==> config.mk <==
export PLATFORM = sky130hd
export DESIGN_NAME = round_sequencer
export DESIGN_NICKNAME = d
export VERILOG_FILES = /design/src/rtl/round_sequencer_pkg.sv /design/src/rtl/round_sequencer_counter.sv /design/src/rtl/round_sequencer.sv
export SDC_FILE = /design/constraint.sdc
export NUM_CORES = 1
export LEC_CHECK = 0
export CORE_AREA = 2 2 59 61
export CTS_CLUSTER_SIZE = 12
export DETAILED_ROUTE_END_ITERATION = 10
export DIE_AREA = 0 0 61 63
export GPL_TIMING_DRIVEN = 1
export PLACE_DENSITY = 0.6
export SETUP_SLACK_MARGIN = 0.05
export SLEW_MARGIN = 5
export SYNTH_ARGS = -nofsm -noshare
export SYNTH_HDL_FRONTEND = slang
export SYNTH_HIERARCHICAL = 1
export SYNTH_SLANG_ARGS = --single-unit
==> constraint.sdc <==
create_clock -name clk -period 2.4 [get_ports clk]
set_input_delay 0.6 -clock clk [delete_from_list [all_inputs] [get_ports clk]]
set_output_delay 0.6 -clock clk [all_outputs]
set_load 0.05 [all_outputs]
==> src/rtl/round_sequencer_pkg.sv <==
// Shared encodings for the permutation round sequencer: FSM states, step IDs,
// memory-owner codes and default round count.
package round_sequencer_pkg;

   localparam logic [2:0] ST_IDLE    = 3'd0;
   localparam logic [2:0] ST_LAUNCH  = 3'd1;
   localparam logic [2:0] ST_WAIT    = 3'd2;
   localparam logic [2:0] ST_ADVANCE = 3'd3;
   localparam logic [2:0] ST_FINISH  = 3'd4;

   localparam logic [2:0] STEP_THETA = 3'd0;
   localparam logic [2:0] STEP_RHO   = 3'd1;
   localparam logic [2:0] STEP_PI    = 3'd2;
   localparam logic [2:0] STEP_CHI   = 3'd3;
   localparam logic [2:0] STEP_IOTA  = 3'd4;

   localparam logic [2:0] HOST_OWNER     = 3'd7;
   localparam int         DEFAULT_ROUNDS = 24;
   localparam int         NUM_STEPS      = 5;

   function automatic logic [4:0] step_onehot(input logic [2:0] step);
      return 5'b00001 << step;
   endfunction

endpackage

==> src/rtl/round_sequencer_counter.sv <==
// Loadable, enabled up-counter that saturates at TERM and flags terminal count.
module round_sequencer_counter #(
   parameter int         W    = 3,
   parameter logic [W-1:0] TERM = '0
) (
   input  logic         clk,
   input  logic         rst_n,
   input  logic         i_clr,
   input  logic         i_en,
   output logic [W-1:0] o_cnt,
   output logic         o_tc
);

   logic [W-1:0] r_cnt;

   // Saturating at TERM keeps the count from ever wrapping past the last value.
   always_ff @(posedge clk or negedge rst_n) begin
      if (!rst_n) begin
         r_cnt <= '0;
      end else if (i_clr) begin
         r_cnt <= '0;
      end else if (i_en && (r_cnt != TERM)) begin
         r_cnt <= r_cnt + 1'b1;
      end
   end

   assign o_cnt = r_cnt;
   assign o_tc  = (r_cnt == TERM);

endmodule

==> src/rtl/round_sequencer.sv <==
// Sequences the five step engines through ROUNDS rounds and arbitrates the state memory.
//   state   | meaning
//   IDLE    | no job; host owns memory; start accepted here
//   LAUNCH  | one-cycle launch pulse to the current step engine
//   WAIT    | waiting for the current engine's completion strobe
//   ADVANCE | bump step, or wrap step and bump round, or finish
//   FINISH  | one-cycle done pulse, counters cleared on exit
module round_sequencer
   import round_sequencer_pkg::*;
#(
   parameter int ROUNDS = DEFAULT_ROUNDS,
   parameter int STEPS  = NUM_STEPS
) (
   input  logic       clk,
   input  logic       rst,
   input  logic       start,
   input  logic       abort,
   input  logic [4:0] stepDone,
   output logic [4:0] stepStart,
   output logic [2:0] memOwner,
   output logic [4:0] round,
   output logic       busy,
   output logic       done,
   output logic       err
);

   logic [2:0] r_state;
   logic [2:0] w_next;
   logic       r_err;
   logic [2:0] w_step;
   logic [4:0] w_round;
   logic       w_step_tc;
   logic       w_round_tc;
   logic       w_accept;
   logic       w_abort;
   logic [4:0] w_onehot;
   logic       w_step_hit;
   logic       w_proto_err;
   logic       w_step_clr;
   logic       w_step_en;
   logic       w_round_clr;
   logic       w_round_en;
   logic       w_adv_wrap;

   assign w_accept    = (r_state == ST_IDLE) && start && !abort;
   assign w_abort     = (r_state != ST_IDLE) && abort;
   assign w_onehot    = step_onehot(w_step);
   assign w_step_hit  = |(stepDone & w_onehot);
   assign w_proto_err = (r_state == ST_WAIT) ? |(stepDone & ~w_onehot) : |stepDone;
   assign w_adv_wrap  = (r_state == ST_ADVANCE) && w_step_tc;

   // Step is left at its last value going into FINISH; FINISH clears both counters.
   assign w_step_clr  = w_accept || w_abort || (r_state == ST_FINISH) || (w_adv_wrap && !w_round_tc);
   assign w_step_en   = (r_state == ST_ADVANCE) && !w_step_tc && !w_abort;
   assign w_round_clr = w_accept || w_abort || (r_state == ST_FINISH);
   assign w_round_en  = w_adv_wrap && !w_round_tc && !w_abort;

   round_sequencer_counter #(.W(3), .TERM(3'(STEPS - 1))) u_step_cnt (
      .clk   (clk),
      .rst_n (rst),
      .i_clr (w_step_clr),
      .i_en  (w_step_en),
      .o_cnt (w_step),
      .o_tc  (w_step_tc)
   );

   round_sequencer_counter #(.W(5), .TERM(5'(ROUNDS - 1))) u_round_cnt (
      .clk   (clk),
      .rst_n (rst),
      .i_clr (w_round_clr),
      .i_en  (w_round_en),
      .o_cnt (w_round),
      .o_tc  (w_round_tc)
   );

   always_comb begin
      w_next = r_state;
      if (w_abort) begin
         w_next = ST_IDLE;
      end else begin
         case (r_state)
            ST_IDLE:    if (w_accept) w_next = ST_LAUNCH;
            ST_LAUNCH:  w_next = ST_WAIT;
            ST_WAIT:    if (w_step_hit) w_next = ST_ADVANCE;
            ST_ADVANCE: w_next = (w_step_tc && w_round_tc) ? ST_FINISH : ST_LAUNCH;
            ST_FINISH:  w_next = ST_IDLE;
            default:    w_next = ST_IDLE;
         endcase
      end
   end

   always_ff @(posedge clk or negedge rst) begin
      if (!rst) begin
         r_state <= ST_IDLE;
         r_err   <= 1'b0;
      end else begin
         r_state <= w_next;
         r_err   <= (r_err && !w_accept) || w_proto_err;
      end
   end

   assign stepStart = (r_state == ST_LAUNCH) ? w_onehot : 5'b00000;
   assign memOwner  = ((r_state == ST_LAUNCH) || (r_state == ST_WAIT) || (r_state == ST_ADVANCE))
                      ? w_step : HOST_OWNER;
   assign round     = w_round;
   assign busy      = (r_state != ST_IDLE);
   assign done      = (r_state == ST_FINISH);
   assign err       = r_err;

endmodule

* After elaboration in Yosys (flattened, before gate mapping)
Index checks and enable logic that the tools add are counted.
** Word-level totals
- Bits in registers :: 12
- Input bits :: 9
- Output and inout bits :: 16
** Operators by class
- Muxes and demuxes :: 12
- Bitwise gates (word level) :: 3
- Shifts and indexed selects :: 1
- Add/sub/neg operators :: 2
- Equal/unequal tests :: 10
- Reductions and logical operators :: 31
** Operator list (number)
- 3-bit two-way mux :: 7
- 5-bit two-way mux :: 3
- 5-bit OR reduction :: 3
- 1-bit logical AND :: 12
- 3-bit case mux with 4 select lines :: 1
- 5-bit bitwise AND :: 2
- 3-bit != test (second input constant) :: 3
- 3-bit by 2-bit == test with 1-bit output (second input constant) :: 2
- 3-bit == test (second input constant) :: 2
- 1-bit logical OR :: 6
- 5-bit by 1-bit adder with 5-bit output (second input constant) :: 1
- 5-bit == test (second input constant) :: 1
- 1-bit zero test :: 5
- 5-bit != test (second input constant) :: 1
- 5-bit NOT :: 1
- 1-bit by 3-bit << shifter with 5-bit output (first input constant) :: 1
- 2-bit nonzero test :: 2
- 3-bit by 1-bit adder with 3-bit output (second input constant) :: 1
- 3-bit by 1-bit == test with 1-bit output (second input constant) :: 1
- 3-bit zero test :: 1
- 3-bit nonzero test :: 1
- 2-bit AND reduction :: 1
- 1-bit two-way mux :: 1

* Longest topological paths before layout
- Word-level depth :: 7
- Mapped depth :: 7
- Depth with buffers taken out :: 7

* Hierarchy
The synthesis kept the hierarchy.
** Modules (own cells, without submodules)
- round_sequencer :: cells an instance 59, sequential area each 100.1 um^2, times used 1, area each 459.2 um^2
- round_sequencer_counter at u_round_cnt :: cells an instance 27, sequential area each 125.1 um^2, times used 1, area each 256.5 um^2
- round_sequencer_counter at u_step_cnt :: cells an instance 18, sequential area each 75.1 um^2, times used 1, area each 197.7 um^2

* Worst setup path after synthesis
Ideal clock, no wire load.
- Path type :: flip-flop to output port
- Start :: register r_state[2]
- End :: output port stepStart[2]
- Data required time :: 1.800 ns
- Buffers on the path :: 1
- Stages on the path, launching flop included :: 4
- Arrival time :: 2.441 ns
- Slack :: -0.641 ns
- Path through :: dfrtp_1 > clkbuf_1 > or3b_2 > nor4_1
** Between the ends
- Cells in the longest elaborated chain, start to end :: 2
** Ends and longest elaborated chain
- start, declared :: line round_sequencer.sv:27 : logic [2:0] r_state;
- start signal, assigned :: line round_sequencer.sv:97 : r_state <= w_next;
- 3-bit by 1-bit == test with 1-bit output :: line round_sequencer.sv:102 : assign stepStart = (r_state == ST_LAUNCH) ? w_onehot : 5'b00000;
- 5-bit two-way mux :: line round_sequencer.sv:102
- end, declared :: line round_sequencer.sv:19 : output logic [4:0] stepStart,
No other way between the ends.

* Worst setup path in the final report
- Start :: register u_step_cnt.r_cnt[0], in the netlist u_step_cnt/o_cnt[0]
- End :: output port stepStart[3]
** Between the ends
- Cells in the longest elaborated chain, start to end :: 2
** Ends and longest elaborated chain
- start, declared :: line round_sequencer_counter.sv:14 : logic [W-1:0] r_cnt;
- start signal, assigned :: line round_sequencer_counter.sv:23 : r_cnt <= r_cnt + 1'b1;
- 1-bit by 3-bit << shifter with 5-bit output :: line round_sequencer_pkg.sv:22 : return 5'b00001 << step;
- 5-bit two-way mux :: line round_sequencer.sv:102
No other way between the ends.

==> flow_metrics.py <==
metrics = {
    "clock_tree": {
        "clkTransAtPathRegs_ns": 0.08,
        "cts_tree": "built",
        "numCtsBuffers": 3,
        "cts.sinks": 12,
        "cts_root_buf": "clkbuf_4",
        "worstSkewPairLatency_ns": 0.27,
        "clk_path_buf_depth": 2,
        "htree_levels": 1,
        "cts_hold_buf": 0,
    },
    "logic_synthesis": {
        "synth_top_family_by_area": "simple AND/OR/NAND/NOR gates",
        "synth.area.mux_share_pct": 4.932,
        "ys_ff_latch": 12,
        "yosysSeqAreaShare_pct": 32.88,
        "synth_flop_cell": "dfrtp_1",
        "ys_types": 44,
        "async_flop_share_pct": 100.0,
        "synth_cells": 104,
        "synth-compound-area-share_pct": 13.29,
        "synth-edff-count": 0,
        "synthesis.area_um2": 913.4,
        "synthAdderAreaFrac_pct": 4.110,
        "syn-num-nets": 116,
        "ys.warnings.count": 6,
        "syn_area_per_cell_um2": 8.782,
        "synth-xor-area-share_pct": 1.918,
        "synthSimpleGateAreaFrac_pct": 36.58,
    },
    "power": {
        "max-vdd-ir-drop_v": 0.0002566,
        "p_leak_nw": 0.5781,
        "power_density_mw_per_mm2": 444.7,
    },
    "worst_setup_path": {
        "r2r_end": "u_step_cnt/o_cnt[0]",
        "worst_r2r_path_depth": 7,
        "critPathArrivalTime_ns": 1.63,
        "cpLargestDelayFamily": "buffers and inverters",
        "critPathMaxFanout": 9,
        "crit_required_ns": 1.80,
        "slowest_delay_ns": 0.46,
        "crit_type": "reg2out",
        "cp-end-kind": "output pin",
        "crit_buf_inv": 3,
        "r2r_slack_ns": 0.20,
        "r2r_start": "r_state[1]",
        "crit_slowest_cell": "dfrtp_1",
        "cp_cell_sequence": "buf_4, inv_1, nor4_2, buf_12",
        "start_kind": "flip-flop",
    },
    "die": {
        "die_h_um": 63,
        "die_w_um": 61,
        "core-area_mm2": 0.003232,
        "ios": 25,
        "num_rows": 21,
        "start_util_pct": 28.26,
        "die_area_mm2": 0.003843,
    },
    "layout": {
        "layout-drive-gt1-share_pct": 27.94,
        "final_common_cell": "clkdlybuf4s50_1",
        "final_core_util_pct": 42.62,
        "final_cell_mix": "clkdlybuf4s50_1 (14), buf_4 (12), dfrtp_1 (11)",
        "final_area_mm2": 0.001378,
        "diodes": 0,
        "fin_nets": 149,
        "area_growth_syn_to_layout_pct": 50.82,
    },
    "min_path": {
        "holdCritStartpoint": "u_round_cnt/o_cnt[3]",
        "hold_depth": 2,
        "worst_hold_path.endpoint": "u_round_cnt/o_cnt[3]",
        "min_path_type": "reg2reg",
    },
    "route": {
        "postRouteAntennaNets": 0,
        "routed_wl_mm": 2.286,
        "first_pass_iters": 4,
        "routedWlPerCell_um": 12.56,
        "vias_per_cell": 4.907,
        "vias": 893,
        "drc_errors": 0,
        "drt-initial-drc-count": 18,
    },
    "timing": {
        "period_share_pct": 93.08,
        "max_freq_mhz": 447.7,
        "setup_viol": 0,
        "rsz0062_at_grt": "false",
        "tightest_slew_ns": 0.5556,
        "slew_violations": 0,
        "fin_crit_ns": 2.234,
        "clock_skew_ns": 0.004822,
        "maxSlewHeadroom_pct": 62.84,
        "hold_ws_ns": 0.5900,
        "finalHoldViolCount": 0,
    },
    "placement": {
        "dpl.hpwl_mm": 1.729,
        "place_area_mm2": 0.001308,
        "port_buffers": 24,
        "place.gp.congestion": 0.8098,
    },
    "grt": {
        "grt_pass1_vias": 844,
        "track_usage_pct": 12.59,
        "grt_overflow": 0,
        "antenna_found_initial": 0,
        "grt_pass1_wl_mm": 3.732,
        "grt_max_degree": 13,
    },
    "outcome": {
        "status": "completed",
    },
    "flow_run": {
        "drv_cap": 0,
    },
}
-- registers in the layout, summed over array words and instances, names as in the netlist --
register and flops:
u_round_cnt/o_cnt 5, r_state 3, u_step_cnt/o_cnt 3, err 1
-- area by class of cell --
type | instances | area [um2]
fill | 319 | 1854
multi-input combinational | 80 | 608.1
timing repair buffer | 33 | 347.8
sequential | 12 | 301.5
tap | 46 | 57.56
clock buffer | 4 | 36.28
inverter | 7 | 26.28
-- power breakdown --
group / switching (mW) / internal [mW] / leakage [nW]
Combinational: 0.137 / 0.0974 / 0.398
Clock: 0.0706 / 0.0921 / 0.0210
Sequential: 0.00668 / 0.209 / 0.159
-- cells by family after synthesis --
logic type	Yosys count
compound gates	17
xor+xnor	2
fa+ha+maj	3
buf+inv	12
flops	12
mux	4
simple gates	54
-- layer usage --
metal / track usage, % / vias to the layer above / wire length, um
li1: - / 439 / -
met1: 16.98 / 421 / 1033
met2: 19.76 / 31 / 1098
met3: 2.484 / 2 / 143
met4: 4.076 / 0 / 10
met5: 0 / - / 0
-- worst min-delay path, delay by kind of cell, from the launching register on --
| family | cells | cell delay [ns] |
|---|---|---|
| compound gates | 1 | 0.06 |
| flops | 1 | 0.43 |
| simple gates | 1 | 0.08 |
-- repair_timing --
action	4_1_cts	5_1_grt
pin swaps	1	1
setup buffers	1	0
resized for setup	6	2
setup endpoints to repair	5	5
-- cell usage after synthesis (all sizes together) (2+ instances only) --
library cell	n	area (um2)
nor4	3	18.77
nor3b	2	15.01
mux2i	3	30.03
buf	3	23.77
nand4	2	12.51
nor2	10	37.54
nand4b	2	23.77
o21ai	3	15.01
nor3	5	30.03
and2	2	12.51
dfrtp	12	300.3
or3	7	48.80
nand2	3	11.26
nand3	4	20.02
or3b	2	20.02
nand3b	2	15.01
inv	7	26.27
ha	3	37.54
clkbuf	2	7.510
nand2b	5	31.28
a21oi	6	30.03
-- worst max path at each step --
stage,endpoint,from,cells after the start
floorplan,stepStart[2],r_state[2],3
global placement,u_step_cnt/o_cnt[0],abort,7
detailed placement,u_step_cnt/o_cnt[0],abort,7
CTS,stepStart[1],r_state[1],4
global route,stepStart[3],u_step_cnt/o_cnt[0],4
finish,stepStart[3],u_step_cnt/o_cnt[0],4
-- per-stage QoR --
| step | setup slack [ns] | instances | total power [mW] | TNS (ns) |
|---|---|---|---|---|
| after floorplan | -0.06824 | 104 | 0.3695 | -0.2227 |
| after global placement | -0.04735 | 177 | 0.4450 | -0.04735 |
| after detailed placement | -0.03201 | 177 | 0.4461 | -0.03201 |
| after CTS | 0.01632 | 182 | 0.6161 | 0 |
| after global routing | 0.07036 | 182 | 0.6490 | 0 |
| final | 0.1662 | 182 | 0.6125 | 0 |
Power figures use the tool's default switching activity.
